===== config.mk =====
export PLATFORM = sky130hd
export DESIGN_NAME = ifetch_unit
export DESIGN_NICKNAME = d
export VERILOG_FILES = /design/src/rtl/ifetch_unit.sv
export SDC_FILE = /design/constraint.sdc
export NUM_CORES = 1
export LEC_CHECK = 0
export ABC_AREA = 1
export CAP_MARGIN = 0
export CORE_MARGIN = 3
export CORE_UTILIZATION = 52
export CTS_BUF_LIST = sky130_fd_sc_hd__clkbuf_8
export CTS_CLUSTER_DIAMETER = 120
export DETAILED_ROUTE_END_ITERATION = 8
export GPL_ROUTABILITY_DRIVEN = 0
export HOLD_SLACK_MARGIN = 0.05
export PLACE_DENSITY = 0.82
export SLEW_MARGIN = 20
export SYNTH_ARGS = -nofsm -noshare
export SYNTH_HDL_FRONTEND = slang
export SYNTH_SLANG_ARGS = --single-unit

===== constraint.sdc =====
create_clock -name clk -period 1.64 [get_ports clk]
set_input_delay 0.492 -clock clk [delete_from_list [all_inputs] [get_ports clk]]
set_output_delay 0.492 -clock clk [all_outputs]
set_load 0.02 [all_outputs]

===== src/rtl/ifetch_unit.sv =====
// Instruction fetch unit: registered PC feeding a two-entry fetch buffer that
// delivers {pc, word} pairs to the decoder, with redirect and misalign tracking.
module ifetch_unit #(
    parameter logic [31:0] RESET_PC = 32'h0000_0000,
    parameter int          DEPTH    = 2
) (
    input  logic        clk,
    input  logic        rst_n,
    output logic [5:0]  imem_a,
    input  logic [31:0] imem_rd,
    output logic [31:0] cmd,
    output logic [31:0] cmd_pc,
    output logic        cmd_valid,
    input  logic        cmd_ready,
    input  logic        redir_valid,
    input  logic [31:0] redir_pc,
    output logic [31:0] pc,
    output logic        redir_misalign
);

    logic [31:0] pc_q, pc_d;
    logic [1:0]  count_q, count_d;
    logic        rd_ptr_q, rd_ptr_d;
    logic        wr_ptr_q, wr_ptr_d;
    logic        mis_q, mis_d;
    logic [31:0] ins_q [DEPTH];
    logic [31:0] ipc_q [DEPTH];
    logic        pop_s, push_s;

    assign cmd_valid      = (count_q != 2'd0);
    assign cmd            = ins_q[rd_ptr_q];
    assign cmd_pc         = ipc_q[rd_ptr_q];
    assign pc             = pc_q;
    assign imem_a         = pc_q[7:2];
    assign redir_misalign = mis_q;

    // A full buffer may still accept a fetch when the head leaves this cycle.
    assign pop_s  = cmd_valid & cmd_ready;
    assign push_s = !redir_valid & ((count_q < 2'd2) | pop_s);

    // Next-state for PC, occupancy, pointers and the sticky misalign flag.
    always_comb begin
        pc_d     = pc_q;
        count_d  = count_q;
        rd_ptr_d = rd_ptr_q;
        wr_ptr_d = wr_ptr_q;
        mis_d    = mis_q;
        if (redir_valid) begin
            pc_d     = {redir_pc[31:2], 2'b00};
            count_d  = 2'd0;
            rd_ptr_d = 1'b0;
            wr_ptr_d = 1'b0;
            mis_d    = mis_q | (redir_pc[1:0] != 2'b00);
        end else begin
            if (push_s) begin
                pc_d     = pc_q + 32'd4;
                wr_ptr_d = ~wr_ptr_q;
            end else begin
                pc_d     = pc_q;
                wr_ptr_d = wr_ptr_q;
            end
            if (pop_s) begin
                rd_ptr_d = ~rd_ptr_q;
            end else begin
                rd_ptr_d = rd_ptr_q;
            end
            case ({push_s, pop_s})
                2'b10:   count_d = count_q + 2'd1;
                2'b01:   count_d = count_q - 2'd1;
                default: count_d = count_q;
            endcase
        end
    end

    // State and buffer storage; entries are cleared on reset so cmd is never X.
    always_ff @(posedge clk or negedge rst_n) begin
        if (!rst_n) begin
            pc_q     <= RESET_PC;
            count_q  <= 2'd0;
            rd_ptr_q <= 1'b0;
            wr_ptr_q <= 1'b0;
            mis_q    <= 1'b0;
            for (int i = 0; i < DEPTH; i++) begin
                ins_q[i] <= 32'd0;
                ipc_q[i] <= 32'd0;
            end
        end else begin
            pc_q     <= pc_d;
            count_q  <= count_d;
            rd_ptr_q <= rd_ptr_d;
            wr_ptr_q <= wr_ptr_d;
            mis_q    <= mis_d;
            if (push_s) begin
                ins_q[wr_ptr_q] <= imem_rd;
                ipc_q[wr_ptr_q] <= pc_q;
            end
        end
    end

endmodule


==> results by group <==
Die
  – Row count: between 40 and 50
  – Initial Util: between 50% and 60%
  – Ports: 172
  – Die area: 16220 um2
  – Die Height: 127.4 um
  – Core area: 14150 um2
  – Die W: 127.4 um

Timing
  – Unrepaired setup endpoints after global routing: yes
  – Final worst-path cycle share: 125.7%
  – WHS: about 0.5 ns
  – Max-slew violation count: 0
  – Final min period: between 2 and 2.5 ns
  – Worst Skew: 0.01672 ns
  – F_max: 485.3 MHz
  – Setup violations, final: 78
  – Final hold viol count: 0
  – Final Worst Setup Slack: -0.4208 ns

Critical path
  – CP most frequent cell: nand2_2
  – Crit path capture type: output pin
  – Startpoint Class: flip-flop
  – Crit Path Max Fanout: 6
  – Worst path bufs/invs: 3
  – Crit path max-delay family: flip-flops
  – Worst path max stage delay: 0.49 ns
  – Crit Path Category: reg -> out
  – Slowest CP cell: dfrtp_2
  – Worst EP required: approximately 1.2 ns
  – Arrival @ worst endpoint: 1.57 ns
  – Worst path cell trace: buf_8, clkbuf_16, nand2_2, nand2_2, buf_6

Placement
  – HPWL after DPL: 15100 um
  – I/O Buffers: between 150 and 200
  – Inst Count DP: 1361

Cells and area
  – Multi-input gate area: around 3600 um2
  – ANT cells: 0
  – Fin cells: 1424
  – Commonest non-fill, non-tap cells in the layout: nand2_1 (301), dfrtp_1 (150), nand2_2 (103)
  – Final nets: 1300
  – FF/Latch Area: 3990 um2
  – Layout fillers: 869
  – Most common cell after layout, fill and taps aside: nand2_1
  – Layout area overhead: 48.39%
  – Layout cells sized above 1: 32.15%

CTS
  – CTS buffer count: 17
  – Clock Latency Late Sink: approximately 0.47 ns
  – CTS H-tree lvls: 4
  – Worst-path clk slew: 0.08 ns
  – Root Driver: clkbuf_8
  – CTS tree: built
  – Total clock sinks: 159
  – Clk buf depth: 2

Detailed routing
  – ANT nets after route: 0
  – WL final: 25240 um
  – Detailed Routing Iterations Pass 1: 5
  – Via count: about 8k
  – DRT iter0 DRCs: around 720
  – Via/cell ratio: 5.546
  – DRC: 0
  – Routed len/inst: 17.73 um

Run status
  – Violated checks: setup timing
  – Status: complete, but fails checks

Min path
  – Hold Path Class: reg -> reg

Global routing
  – First-pass GRT wire length: 36640 um
  – Largest net degree at the start of global routing: 43
  – Total grt overflow: 0
  – Vias in the first global route: 7427
  – Antenna violations before repair: 0
  – Total GRT Usage: 28.58%

Synth
  – Avg Inst Size Synth: around 7.7 um2
  – Seq/Total Area, Yosys: 51.95%
  – Syn Inst Count: 1000
  – Synth Register Bits: 159
  – Synth cell types: 34
  – Ys Warns: 0
  – Post-Syn Area: 7659 um2

Pwr
  – PD cells: 1123 nW/um2
  – Pleak: 5.660 nW
  – Maximum VDD drop: 0.5553 mV

Run
  – Max_cap viols: 0
## what timing repair did
| item | CTS | global route |
|---|---|---|
| hold buffers | 1 | 0 |
| gates resized for setup | 553 | 186 |
| setup endpoints to repair | 110 | 101 |
| pin swaps | 11 | 53 |
| buffers inserted | 10 | 13 |
| cloned | 7 | 3 |
| endpoints found under the hold margin | 29 | 0 |
## worst min-delay path, delay by kind of cell, from the launching register on
kind	cells	cell delay [ns]
AOI/OAI and AO/OA	1	0.06
DFF	1	0.35
and+or+nand+nor	1	0.05
## layout make-up
class	instances	share of cell area, %
multi-input cells	703	31.94
clock inverters	15	1.574
repair buffers	266	24.50
flip-flops and latches	159	35.11
clock buffers	17	2.059
inverters	84	2.840
well taps	180	1.982
## final timing paths
| path | start | slack, ns | to | cells past startpoint |
|---|---|---|---|---|
| max | rd_ptr_q | -0.42 | cmd[22] | 5 |
| min in group asynchronous | rst_n | 0.51 | ins_q[51] | 2 |
| min | ipc_q[54] | 0.49 | ipc_q[54] | 2 |
| min reg2reg | ipc_q[54] | 0.49 | ipc_q[54] | 2 |
| max reg2reg | pc[2] | -0.12 | pc[20] | 10 |
| max in group asynchronous | rst_n | 0.52 | pc[6] | 3 |
## registers in the layout, summed over array words and instances (netlist names)
signal,flops
count_q,2
ins_q,64
ipc_q,60
pc,30
rd_ptr_q,1
redir_misalign,1
wr_ptr_q,1
## Yosys cell counts, drive strengths merged
cell | n | area [um2]
or2 | 2 | 12.51
nand3 | 39 | 200.2
a31oi | 2 | 12.51
dfrtp | 159 | 3979
o211ai | 2 | 15.01
o22ai | 1 | 6.260
inv | 84 | 315.3
ha | 1 | 12.51
xor2 | 6 | 52.55
o311ai | 1 | 8.760
nand4 | 1 | 6.260
buf | 33 | 225.2
nor2 | 46 | 205.2
clkbuf | 24 | 90.09
o21ai | 145 | 725.7
a21oi | 10 | 50.05
nor3 | 2 | 10.01
a22oi | 11 | 82.58
o21bai | 1 | 7.510
nand2 | 426 | 1617
conb | 1 | 3.750
nor3b | 1 | 7.510
nand3b | 1 | 7.510
and2 | 1 | 6.260
## metrics by stage
stage,setup TNS [ns],setup WS [ns],area [um2],power (mW),utilization [%]
global route,-28.50,-0.4716,11360,13.32,80.32
CTS,-22.64,-0.3913,10730,12.10,75.82
detailed placement,-56.35,-0.3424,9922,8.832,70.12
global placement,-51.16,-0.3216,9922,8.725,70.12
finish,-23.45,-0.4208,11360,12.76,80.32
floorplan,0,0.003354,7670,7.047,-
## power by group
group,switching [mW],internal [mW],leakage [nW]
clock network,1.43,1.62,0.215
registers,0.593,4.67,1.95
logic,2.44,2.00,3.50
total,4.47,8.29,5.66
## routing by layer
metal	track usage (%)	vias to the layer above	routed length [um]
met5	0	-	0
met4	10.09	0	942
met3	7.483	87	2018
met2	45.18	444	12240
met1	38.44	3762	10050
li1	-	3605	-
## kinds of logic (layout without fill, tap and decap cells)
kind of cell             Yosys count  count (layout)  synth area share, %
AO/OA/AOI/OAI                    173             173                11.86
XOR/XNOR                           6               6               0.6862
adder cells (fa/ha/maj)            1               1               0.1633
buffers and inverters            141             382                8.234
flip-flops                       159             159                51.95
other                              1               4              0.04896
AND/OR/NAND/NOR                  519             519                27.05
(Power assumes the default switching activity.)
==> RTL change 1: new RTL, same flow settings <==
`DEPTH`: 2 -> 4.
--- a/src/rtl/ifetch_unit.sv
+++ b/src/rtl/ifetch_unit.sv
@@ -2,7 +2,7 @@
 // delivers {pc, word} pairs to the decoder, with redirect and misalign tracking.
 module ifetch_unit #(
     parameter logic [31:0] RESET_PC = 32'h0000_0000,
-    parameter int          DEPTH    = 2
+    parameter int          DEPTH    = 4
 ) (
     input  logic        clk,
     input  logic        rst_n,
Behaviour: same outputs for any inputs over 4 cycles, from zero or initial values and one cycle with rst_n low; that may be too few to reach the edited logic, so the function may still have changed.
==> RTL change 1 against the unedited design <==
  * The flow still finishes with violations (setup timing)
  * Sequential cell count unchanged
  * Count of clock-buffer cells in the layout up 3
  * Synthesized area increased by 2.7%
  * Sequential share of layout area increased by 0.87 points
  * Final area decreased by 2.3%
  * Routed wire length down 5.6%
  * Sequential power rose by 2%
  * Power rose by 2.1%
  * Combinational power increased by 2%
  * Worst setup slack gained 0.022 ns
  * Synthesized cell count up 5.0%
  * First-iteration DRC count rose by 3.2%
  * Register-to-register slack improved by 0.14 ns
  * Critical endpoint is now cmd[21]
  * Largest power group unchanged
==> RTL change 1: results <==
group,metric,value,unit
status,violations,"setup timing",
drt,wirelength,23800,µm
layout,nets,1334,
critical_path,arrival,1.55,ns
layout,top_register,"ins_q",
synth,synthArstFlopShare,100,%
drt,drt-initial-drc-count,745,
placement,dp_hpwl,15700,µm
timing,holdWs,0.475,ns
layout,fill_cells,1078,
synth,yosysSeqAreaShare,50.6,%
synth,synth-main-ff-cell,"dfrtp_1",
timing,setup-tns-final,-22.73,ns
hold_path,worstHoldStart,"redir_misalign",
global_route,grt_max_degree,44,
placement,place_area,0.0101,mm²
synth,synthDistinctLibCells,33,
status,status,"finished, violations left",
critical_path,path_max_fanout,6,
power,peakVddDrop,0.556,mV
drt,drt_pass1_iterations,6,
global_route,grt_pass1_wl,35400,µm
drt,num_vias,7782,
critical_path,r2r_slack,0.02,ns
global_route,grt_pass1_vias,7238,
hold_path,worstHoldPathCells,1,
power,internal-power,8.54,mW
layout,final_cell_area,0.0111,mm²
synth,synthTopCellsByCount,"nand2_1 (458), dfrtp_1 (159), o21ai_1 (117)",
synth,synth_area_leaders,"dfrtp_1 (51%), nand2_1 (22%), o21ai_1 (7.4%)",
hold_path,hold_end,"redir_misalign",
layout,drive_above_1_share,23.2,%
critical_path,reg2reg_from,"pc[3]",
timing,fin_skew,0.0134,ns
timing,worst_slack,-0.398,ns
power,p_leak,5.70,nW
timing,setup_viol,62,
placement,numPortBuffers,167,
critical_path,worst_r2r_endpoint,"pc[18]",
cts,cts.path.max_buffers,2,
global_route,grtUsageTotal,26.9,%
==> RTL change 1: cell count changes in the layout (fill, tap and decap cells not counted), moves of 8 or more <==
cell	change
buf_2	-21
inv_1	+10
clkbuf_2	+14
nand3_1	+11
nand2_2	-65
buf_4	-9
o21ai_0	-68
nand2_1	+110
dlymetal6s2s_1	+13
a22oi_1	-11
nand3_2	-8
o21ai_1	+67
==> RTL change 1: final cells by class <==
type,instances,share of cell area [%]
Multi-Input combinational cell,741,30.9
Sequential cell,159,36.0
Timing Repair Buffer,251,23.9
Clock inverter,10,1.32
Inverter,95,3.33
Tap cell,184,2.07
Clock buffer,20,2.48
==> RTL change 1: cell families (layout without fill, tap and decap cells) <==
family                   Yosys count  count (layout)  share of synthesized area (%)
AO/OA/AOI/OAI                    165             165                           11.0
XOR/XNOR                           3               3                          0.334
adder cells (fa/ha/maj)            1               1                          0.159
buffers and inverters            153             376                           9.16
flip-flops                       159             159                           50.6
other                              1               4                         0.0477
AND/OR/NAND/NOR                  568             568                           28.7
==> RTL change 1: what timing repair did <==
item                                    4_1_cts  5_1_grt
gates resized for setup                     356      215
pin swaps                                     0       13
hold buffers                                  1        0
buffers inserted                              0       11
cloned                                        1        7
hold endpoints to repair                     29        0
endpoints found under the setup margin      111      114
==> RTL change 1: through the flow <==
step / std cells / worst slack (ns)
floorplan: 1053 / 0.00335
global placement: 1410 / -0.331
detailed placement: 1410 / -0.353
CTS: 1442 / -0.454
global route: 1460 / -0.448
finish: 1460 / -0.398
==> RTL change 1: power by group through the flow <==
| stage | sequential, mW | clock, mW | combinational (mW) |
|---|---|---|---|
| floorplan | 5.35 | 0 | 2.17 |
| global placement | 5.32 | 0 | 3.96 |
| detailed placement | 5.36 | 0 | 4.07 |
| CTS | 5.30 | 3.15 | 4.00 |
| global route | 5.46 | 3.34 | 4.92 |
| finish | 5.37 | 3.14 | 4.53 |
==> RTL change 1: layer usage <==
layer | global-route usage, % | vias to the layer above | part of all wire (%)
met5 | 0 | - | 0
met4 | 11.0 | 0 | 2.1
met3 | 5.44 | 45 | 8.9
met2 | 41.5 | 401 | 48
met1 | 37.6 | 3622 | 41
li1 | - | 3714 | -
==> RTL change 1: how the worst max path moves through the flow <==
stage,startpoint,endpoint,depth (start not counted)
2_1_floorplan,rd_ptr_q,cmd_pc[22],5
3_3_place_gp,rd_ptr_q,cmd_pc[10],5
3_5_place_dp,rd_ptr_q,cmd_pc[19],5
4_1_cts,rd_ptr_q,cmd_pc[29],5
5_1_grt,rd_ptr_q,cmd_pc[22],5
6_report,rd_ptr_q,cmd[21],5
==> RTL change 2: new RTL, same settings <==
Made on the original files. Reset style: synchronous (`rst_n`), changed in one clocked block.
--- a/src/rtl/ifetch_unit.sv
+++ b/src/rtl/ifetch_unit.sv
@@ -73,7 +73,7 @@
     end
 
     // State and buffer storage; entries are cleared on reset so cmd is never X.
-    always_ff @(posedge clk or negedge rst_n) begin
+    always_ff @(posedge clk) begin
         if (!rst_n) begin
             pc_q     <= RESET_PC;
             count_q  <= 2'd0;
Formal check against the unedited RTL: differs if rst_n is asserted again (counterexample within 4 cycles, from zero or initial values and one cycle with rst_n low); with rst_n held inactive, the same outputs for 4 cycles.
==> RTL change 2 against the unedited design <==
  * The flow still finishes with violations (setup timing)
  * Hold slack worse by 0.030 ns
  * Routed wire length is 15% lower
  * Final cell count is 15% lower
  * Worst setup slack worse by 0.11 ns
  * Sequential cell count grew 1
  * Clock skew down 0.0054 ns
  * Count of clock-buffer cells in the layout rose by 2
  * Synthesized area is 0.64% lower
  * Final area fell by 1.9%
  * Critical path depth unchanged
  * Maximum frequency shrank 4.9%
Power is not compared: it rests on default switching activity, and its combinational part moved more than twofold at a synthesized area within 25%.
==> RTL change 2: results <==
group,metric,value,unit
power,p_leak,4.72,nW
layout,fill_cells,862,
cts,root_buffer,"clkbuf_8",
layout,largest_reg_flops,64,
cts,path_clk_slew,0.08,ns
hold_path,holdCritPathClass,"reg -> reg",
layout,drive_above_1_share,32.9,%
cts,cts.path.max_buffers,2,
timing,setup_viol,68,
drt,num_vias,6434,
drt,drt-initial-drc-count,755,
critical_path,cpMaxStageDelayCell,"dfxtp_4",
placement,dp_hpwl,13000,µm
cts,numCtsBuffers,17,
placement,numPortBuffers,167,
global_route,grt_max_degree,33,
synth,yosysSeqAreaShare,58.4,%
timing,worst_slack,-0.527,ns
synth,synth_area_leaders,"edfxtp_1 (49%), dfxtp_1 (9.5%), mux2_2 (9.2%)",
global_route,antenna_found_initial,0,
critical_path,arrival,1.67,ns
cts,ctsHtreeMaxLevel,4,
critical_path,path_delay_family,"buffers and inverters",
drt,drt_pass1_iterations,5,
timing,fin_skew,0.0113,ns
synth,synthDistinctLibCells,32,
synth,synth-main-ff-cell,"edfxtp_1",
layout,top_register,"ins_q",
synth,synthTopCellsByCount,"nor2_1 (162), edfxtp_1 (124), nand2_1 (122)",
layout,nets,1088,
cts,clk_latency,0.45,ns
global_route,grtUsageTotal,24.5,%
synth,yosysTopAreaCell,"edfxtp_1",
global_route,grt_pass1_vias,5921,
global_route,grt_pass1_wl,30600,µm
synth,yosysWarnings,0,
status,violations,"setup timing",
drt,wire_per_inst,17.7,µm
critical_path,cp_slowest_stage_delay,0.36,ns
synth,synth_edf_count,124,
power,swShare,24.9,%
synth,synthArstFlopShare,0,%
power,peakVddDrop,0.510,mV
timing,setup-tns-final,-28.45,ns
status,status,"finished, violations left",
layout,n_antenna_cell,0,
critical_path,path_max_fanout,5,
-- RTL change 2: through the flow --
stage | setup slack [ns] | cells | area (µm²) | hold slack, ns
3_5_place_dp | -0.528 | 1152 | 9980 | 0.448
4_1_cts | -0.589 | 1198 | 10700 | 0.463
6_report | -0.527 | 1211 | 11100 | 0.463
5_1_grt | -0.589 | 1211 | 11100 | 0.491
2_1_floorplan | -0.108 | 776 | 7710 | 0.425
3_3_place_gp | -0.494 | 1152 | 9980 | 0.435
-- RTL change 2: cell type report --
type	instances	share of cell area, %
Inverter	93	3.29
Clock buffer	19	2.35
Multi-Input combinational cell	482	26.2
Timing Repair Buffer	263	24.6
Clock inverter	13	1.40
Tap cell	180	2.02
Timing Repair inverter	1	0.0673
Sequential cell	160	40.1
-- RTL change 2: what timing repair did --
item / in CTS / in global routing
hold buffers: 0 / 0
setup endpoints to repair: 102 / 200
resized for setup: 486 / 129
buffers inserted: 8 / 10
pin swaps: 0 / 5
cloned: 6 / 6
-- RTL change 2: final timing paths --
path | from | endpoint | slack, ns | cells after the start
worst max-delay path | flop | cmd_pc[21] | -0.53 | 5
worst min-delay path | redir_misalign | redir_misalign | 0.46 | 2
worst max register to register | count_q[0] | pc[23] | -0.18 | 11
worst min register to register | redir_misalign | redir_misalign | 0.46 | 2
-- RTL change 2: kinds of logic (layout without fill, tap and decap cells) --
logic type,Yosys count,after routing,synth area share (%)
AOI/OAI and AO/OA,66,66,4.60
xor gates and xnor gates,4,4,0.460
adders and majority gates,2,2,0.329
buffers and inverters,134,389,8.14
DFF,160,160,58.4
muxes,62,62,9.17
other,1,4,0.0493
and+or+nand+nor,344,344,18.8
-- RTL change 2: worst reg2reg max path: stages, from the launching register on --
cell and delay [ns]:
dfxtp_2 0.35, inv_2 0.09, nand2_4 0.06, nand2_4 0.07, nand2_4 0.06, buf_4 0.17
nor2_4 0.13, clkinvlp_4 0.16, buf_4 0.20, o21ai_1 0.16, inv_1 0.08, a21oi_1 0.21
-- RTL change 2: metal layers --
metal	vias to the layer above	track usage [%]	part of all wire, %
met5	-	0	0
met4	0	7.00	2.9
met3	59	4.68	8.3
met2	348	40.3	49
met1	2997	33.4	40
li1	3030	-	-
-- RTL change 2: power groups by stage --
stage                     registers [mW]  logic [mW]  clock network (mW)
after floorplan                     4.84       0.716                   0
after global placement              4.78        1.55                   0
after detailed placement            4.79        1.57                   0
after CTS                           4.70        1.60                3.10
after global routing                4.73        1.86                3.28
final                               4.71        1.75                3.07
